==> src/rtl/game_pkg.sv <==
// rtl/game_pkg.sv - shared game constants and the jump state enum
package game_pkg;

    typedef enum logic [1:0] {
        GROUNDED,
        RISING,
        FALLING
    } jump_state_t;

    localparam int SCREEN_W = 640;
    localparam int SCREEN_H = 480;
    localparam int SPRITE_H = 96;
    localparam int FEET_Y   = 456;

    localparam int DEFAULT_GROUND_Y = FEET_Y - SPRITE_H;

endpackage

==> src/rtl/btn_sync_edge.sv <==
// rtl/btn_sync_edge.sv - 2-FF synchronizer plus rising-edge detect for a raw button
module btn_sync_edge (
    input  logic pix_clk,
    input  logic rst,
    input  logic btn,
    output logic rise
);

    logic sync1;
    logic sync2;
    logic prev;

    always_ff @(posedge pix_clk or posedge rst) begin
        if (rst) begin
            sync1 <= 1'b0;
            sync2 <= 1'b0;
            prev  <= 1'b0;
        end else begin
            sync1 <= btn;
            sync2 <= sync1;
            prev  <= sync2;
        end
    end

    assign rise = sync2 & ~prev;

endmodule

==> src/rtl/player_jump_ctrl.sv <==
// rtl/player_jump_ctrl.sv - once-per-frame jump/gravity FSM for player_y; PLAYER_DOUBLE_JUMP_EN adds one mid-air relaunch
module player_jump_ctrl
    import game_pkg::*;
#(
    parameter int GROUND_Y    = DEFAULT_GROUND_Y,
    parameter int CEIL_Y      = 0,
    parameter int JUMP_VEL    = 12,
    parameter int GRAVITY     = 1,
    parameter int MAX_FALL    = 15,
    parameter int UPDATE_LINE = 480
) (
    input  logic       pix_clk,
    input  logic       rst,
    input  logic [9:0] hcount,
    input  logic [9:0] vcount,
    input  logic       jump_btn,
    output logic [9:0] player_y,
    output logic       airborne,
    output logic       jump_pulse,
    output logic       land_pulse
);

    localparam logic signed [11:0] GROUND_S   = 12'(GROUND_Y);
    localparam logic signed [11:0] CEIL_S     = 12'(CEIL_Y);
    localparam logic signed [11:0] JUMP_S     = 12'(JUMP_VEL);
    localparam logic signed [8:0]  GRAV_S     = 9'(GRAVITY);
    localparam logic signed [8:0]  FALL_LIM   = 9'(-MAX_FALL);
    localparam logic signed [7:0]  LAUNCH_VEL = 8'(JUMP_VEL - GRAVITY);

    jump_state_t        state;
    logic signed [10:0] y;
    logic signed [7:0]  vel;
    logic               jump_req;
    logic               btn_rise;
    logic               frame_tick;
    logic               req;
    logic signed [11:0] y_ext;
    logic signed [11:0] y_n;
    logic signed [11:0] y_up;
    logic signed [11:0] y_jump;
    logic signed [8:0]  vel_dec;
    logic signed [7:0]  vel_n;
`ifdef PLAYER_DOUBLE_JUMP_EN
    logic               dj_used;
`endif

    btn_sync_edge u_jump_btn (
        .pix_clk (pix_clk),
        .rst     (rst),
        .btn     (jump_btn),
        .rise    (btn_rise)
    );

    assign frame_tick = (hcount == 10'd0) && (vcount == 10'(UPDATE_LINE));
    // An edge landing on the tick cycle itself still launches this frame.
    assign req        = jump_req | btn_rise;
    assign player_y   = y[9:0];

    // Velocity math is one bit wider so the gravity step cannot wrap below -128.
    always_comb begin
        y_ext   = {y[10], y};
        y_n     = y_ext - {{4{vel[7]}}, vel};
        vel_dec = {vel[7], vel} - GRAV_S;
        vel_n   = (vel_dec < FALL_LIM) ? FALL_LIM[7:0] : vel_dec[7:0];
        y_up    = y_ext - JUMP_S;
        y_jump  = (y_up < CEIL_S) ? CEIL_S : y_up;
    end

    always_ff @(posedge pix_clk or posedge rst) begin
        if (rst) begin
            state      <= GROUNDED;
            y          <= GROUND_S[10:0];
            vel        <= 8'sd0;
            jump_req   <= 1'b0;
            airborne   <= 1'b0;
            jump_pulse <= 1'b0;
            land_pulse <= 1'b0;
`ifdef PLAYER_DOUBLE_JUMP_EN
            dj_used    <= 1'b0;
`endif
        end else begin
            jump_pulse <= 1'b0;
            land_pulse <= 1'b0;
            if (frame_tick) begin
                jump_req <= 1'b0;
                case (state)
                    GROUNDED: begin
                        if (req) begin
                            y          <= y_jump[10:0];
                            vel        <= LAUNCH_VEL;
                            state      <= RISING;
                            airborne   <= 1'b1;
                            jump_pulse <= 1'b1;
                        end
                    end
                    default: begin
`ifdef PLAYER_DOUBLE_JUMP_EN
                        if (req && !dj_used) begin
                            y          <= y_jump[10:0];
                            vel        <= LAUNCH_VEL;
                            state      <= RISING;
                            dj_used    <= 1'b1;
                            jump_pulse <= 1'b1;
                        end else
`endif
                        if (y_n >= GROUND_S) begin
                            y          <= GROUND_S[10:0];
                            vel        <= 8'sd0;
                            state      <= GROUNDED;
                            airborne   <= 1'b0;
                            land_pulse <= 1'b1;
`ifdef PLAYER_DOUBLE_JUMP_EN
                            dj_used    <= 1'b0;
`endif
                        end else if (y_n < CEIL_S) begin
                            y     <= CEIL_S[10:0];
                            vel   <= 8'sd0;
                            state <= FALLING;
                        end else begin
                            y   <= y_n[10:0];
                            vel <= vel_n;
                            if (state == RISING && vel_n <= 8'sd0) begin
                                state <= FALLING;
                            end
                        end
                    end
                endcase
            end else if (btn_rise) begin
                jump_req <= 1'b1;
            end
        end
    end

endmodule

==> config.mk <==
export PLATFORM = sky130hd
export DESIGN_NAME = player_jump_ctrl
export DESIGN_NICKNAME = d
export VERILOG_FILES = /design/src/rtl/game_pkg.sv /design/src/rtl/btn_sync_edge.sv /design/src/rtl/player_jump_ctrl.sv
export SDC_FILE = /design/constraint.sdc
export NUM_CORES = 1
export LEC_CHECK = 0
export BUFFER_PORTS_ARGS = -buffer_cell sky130_fd_sc_hd__buf_2
export CAP_MARGIN = 40
export CELL_PAD_IN_SITES_DETAIL_PLACEMENT = 1
export CELL_PAD_IN_SITES_GLOBAL_PLACEMENT = 1
export CORE_MARGIN = 8
export CORE_UTILIZATION = 45
export DETAILED_ROUTE_END_ITERATION = 16
export GPL_ROUTABILITY_DRIVEN = 1
export PLACE_DENSITY_LB_ADDON = 0.1
export RECOVER_POWER = 100
export SYNTH_ARGS = -nofsm -noshare
export SYNTH_HDL_FRONTEND = slang
export SYNTH_SLANG_ARGS = --single-unit
==> constraint.sdc <==
create_clock -name pix_clk -period 9.24 [get_ports pix_clk]
set_input_delay 0.924 -clock pix_clk [delete_from_list [all_inputs] [get_ports pix_clk]]
set_output_delay 0.924 -clock pix_clk [all_outputs]
set_load 0.02 [all_outputs]
==> flow_metrics.env <==
export IMPL_endpoint_kind="flop"
export IMPL_clockBufferDepth=2
export IMPL_r2r_cells=11
export IMPL_die_h_microns=87.04
export IMPL_r2r_end="vel[2]$_DFFE_PP0P_"
export IMPL_grt_util_met3=0.02830
export IMPL_viasPerCell=5.966
export IMPL_grt_pass1_wl_mm=11.12
export IMPL_holdBufCountCts=0
export IMPL_tns_ns=0
export IMPL_layout_drive_gt1_share=0.1479
export IMPL_synth_edf_count=0
export IMPL_setup_viol_count_final=0
export IMPL_tightest_slew_ns=0.8817
export IMPL_hold_depth=0
export IMPL_avgSynthCellArea_sq_um=8.668
export IMPL_drcViolationCount=0
export IMPL_wl_per_cell_microns=19.23
export IMPL_vdd_ir_drop_max_mv=0.08277
export IMPL_rsz0062_at_grt="no"
export IMPL_cts_buffers=3
export IMPL_synth_distinct_cells=65
export IMPL_synth_simple_gate_area_share=0.1813
export IMPL_die_x_microns=87.04
export IMPL_core_sq_mm=0.004977
export IMPL_synth_compound_area_frac=0.2997
export IMPL_htreeDepth=1
export IMPL_antenna_found_initial=0
export IMPL_clkLatencyLatePin_ns=0.28
export IMPL_ys_seq_area_frac=0.3107
export IMPL_gr_usage_met1=0.2342
export IMPL_min_from="u_jump_btn.sync1$_DFF_PP0_"
export IMPL_synth_adder_area_share=0.08044
export IMPL_p_leak_nw=1.131
export IMPL_cts_sinks=28
export IMPL_rrSetupSlack_ns=5.31
export IMPL_slew_headroom=0.4122
export IMPL_post_cts_repair_setup_buffers=0
export IMPL_synth_xor_area_share=0.03471
export IMPL_hold_end="u_jump_btn.sync2$_DFF_PP0_"
export IMPL_synthArstFlopShare=1.000
export IMPL_syn_to_final_growth_pct=8.154
export IMPL_fmax_ghz=0.2544
export IMPL_gr_total_overflow=0
export IMPL_place_gp_congestion=0.8638
export IMPL_hold_path_class="flop to flop"
export IMPL_required_ns=9.41
export IMPL_status="completed"
export IMPL_clock_skew_ns=0.003925
export IMPL_synthMuxAreaShare=0.004959
export IMPL_drv_cap=0
export IMPL_r2r_start="vel[0]$_DFFE_PP0P_"
export IMPL_wl_mm=6.807
export IMPL_slew_violations=0
export IMPL_ios=36
export IMPL_track_usage=0.1850
export IMPL_dp_hpwl_mm=5.455
export IMPL_total_power_uw=230.4
export IMPL_busiest_layer="met2"
export IMPL_yosysWarningCount=0
export IMPL_via_count=2112
export IMPL_power_density_mw_per_mm2=93.79
export IMPL_cts_tree="yes"
export IMPL_final_area_sq_mm=0.002456
export IMPL_synth_nets=299
export IMPL_ctsResizeCount=0
export IMPL_synth_ff_latch_count=28
export IMPL_crit_top_cell="nor2_1"
export IMPL_drtAntennaViolNets=0
export IMPL_critPathMaxStageDelay_ns=0.49
export IMPL_postPlaceCellArea_sq_mm=0.002447
export IMPL_diodes=0
export IMPL_period_minus_slack_ns=3.931
export IMPL_ys_flop_type="dfrtp_1"
export IMPL_path_clk_slew_ns=0.10
export IMPL_critPathSlowestCell="a211oi_1"
export IMPL_path_cells="ha_1, inv_1, fa_1, a211oi_1, nor2_1, o311ai_0, or4b_1, a21boi_0, nor2_1, a41oi_1, nor2_1"
export IMPL_critical_path_arrival_ns=4.10
export IMPL_post_route_period_util=0.4254
export IMPL_nets=322
export IMPL_fp_row_count=26
export IMPL_syn_inst=262
export IMPL_first_iter_violations=118
export IMPL_startpoint_type="flop"
export IMPL_hold_viol=0
export IMPL_gr_usage_met2=0.3164
export IMPL_start_util=0.4563
export IMPL_grt_pass1_vias=2146
export IMPL_critical_path_class="flop to flop"
export IMPL_cts_root_buf="clkbuf_8"
export IMPL_grt_max_degree=18
export IMPL_synth_area_sq_mm=0.002271
export IMPL_port_buffers=35
export IMPL_synth_top_family_by_area="compound AO/OA/AOI/OAI gates"
export IMPL_dieArea_sq_mm=0.007576
export IMPL_dr_pass1_iters=4
export IMPL_cp_max_fo=11
[flip-flops by register name (all words and copies together) (netlist names)]
name / count
u_jump_btn.sync1: 1
u_jump_btn.prev: 1
state: 2
airborne: 1
vel: 8
y: 11
jump_pulse: 1
land_pulse: 1
jump_req: 1
u_jump_btn.sync2: 1
[per-layer routing]
metal	wire length (microns)	share of wire
met1	3042	0.45
met2	3401	0.50
met4	106	0.016
met3	256	0.038
met5	0	0
[cells by family after synthesis]
family,count (synthesis)
flops,28
mux,1
buf+inv,39
simple gates,76
fa+ha+maj,14
compound gates,95
xor+xnor,9
[power by group]
| part | internal, mW | switching (mW) |
|---|---|---|
| Combinational | 0.00371 | 0.00382 |
| Sequential | 0.123 | 0.000222 |
| Clock | 0.0581 | 0.0415 |
| Total | 0.185 | 0.0455 |
[worst max-delay path: cells and delay by family, from the launching register on]
kind / cells / cell delay (ns)
AOI/OAI and AO/OA: 4 / 1.60
adders and majority gates: 2 / 0.63
buffers and inverters: 1 / 0.05
DFF: 1 / 0.48
and+or+nand+nor: 4 / 1.06
[layout by cell type, fill, tap and decap left out, drive strengths merged, types with 3 or more instances in the layout]
cell / count
a211oi: 5
a21o: 7
a21oi: 17
a221o: 5
a22oi: 3
a31o: 4
a31oi: 4
and3: 3
buf: 27
clkbuf: 14
dfrtp: 24
dfstp: 4
ha: 13
inv: 19
nand2: 16
nand2b: 4
nand3: 8
nor2: 20
nor3: 4
nor4: 5
o21a: 3
o21ai: 22
o31ai: 3
or3: 3
xnor2: 6
xor2: 3
[cell usage after synthesis (all sizes together) (2+ instances only)]
| cell | n | area share |
|---|---|---|
| or4 | 2 | 0.0066 |
| clkbuf | 7 | 0.012 |
| a221o | 5 | 0.022 |
| or4b | 2 | 0.0088 |
| a31oi | 4 | 0.011 |
| or2 | 2 | 0.0055 |
| dfstp | 4 | 0.046 |
| inv | 19 | 0.031 |
| o21ai | 22 | 0.048 |
| buf | 13 | 0.045 |
| ha | 13 | 0.072 |
| o31ai | 3 | 0.012 |
| and3 | 3 | 0.0083 |
| nor4 | 5 | 0.014 |
| nand2 | 16 | 0.026 |
| nor2b | 2 | 0.0055 |
| o22ai | 2 | 0.0055 |
| a2111oi | 2 | 0.0083 |
| a211oi | 5 | 0.019 |
| nor3 | 4 | 0.013 |
| or3 | 3 | 0.0083 |
| xnor2 | 6 | 0.023 |
| dfrtp | 24 | 0.26 |
| nand3 | 8 | 0.022 |
| o21a | 3 | 0.0099 |
| a41oi | 2 | 0.0077 |
| a21oi | 17 | 0.037 |
| a21boi | 2 | 0.0083 |
| o211a | 2 | 0.0088 |
| xor2 | 3 | 0.012 |
| a21o | 7 | 0.026 |
| nand4 | 2 | 0.0055 |
| a22oi | 3 | 0.0099 |
| nor2 | 20 | 0.036 |
| a31o | 4 | 0.015 |
| nand2b | 4 | 0.011 |
[how the worst max path moves through the flow]
stage                                      end                from  depth (start not counted)  slack, ns
after CTS                   vel[2]$_DFFE_PP0P_  vel[0]$_DFFE_PP0P_                         11       5.55
final                       vel[2]$_DFFE_PP0P_  vel[0]$_DFFE_PP0P_                         11       5.31
after global placement        y[5]$_DFFE_PP1P_  vel[0]$_DFFE_PP0P_                         11       5.69
after detailed placement      y[3]$_DFFE_PP1P_  vel[0]$_DFFE_PP0P_                         11       5.61
after global routing        vel[2]$_DFFE_PP0P_  vel[0]$_DFFE_PP0P_                         11       5.07
after floorplan           state[0]$_DFFE_PP0P_    y[0]$_DFFE_PP0P_                         12       6.24
[per-stage QoR]
step | setup WS, ns | hold slack [ns] | instances | util
3_3_place_gp | 5.693 | 0.3349 | 348 | 0.4847
5_1_grt | 5.072 | 0.3667 | 354 | 0.4935
2_1_floorplan | 6.243 | 0.3312 | 262 | -
6_report | 5.309 | 0.3602 | 354 | 0.4935
4_1_cts | 5.554 | 0.3615 | 354 | 0.5060
3_5_place_dp | 5.608 | 0.3381 | 350 | 0.4917
[final cells by class]
class,instances,area (sq um)
timing repair buffer,38,178.9
fill,629,2521
multi-input combinational,195,1341
sequential,28,705.7
inverter,19,71.32
tap,70,87.58
clock inverter,1,30.03
clock buffer,3,41.29
(Power assumes the default switching activity.)
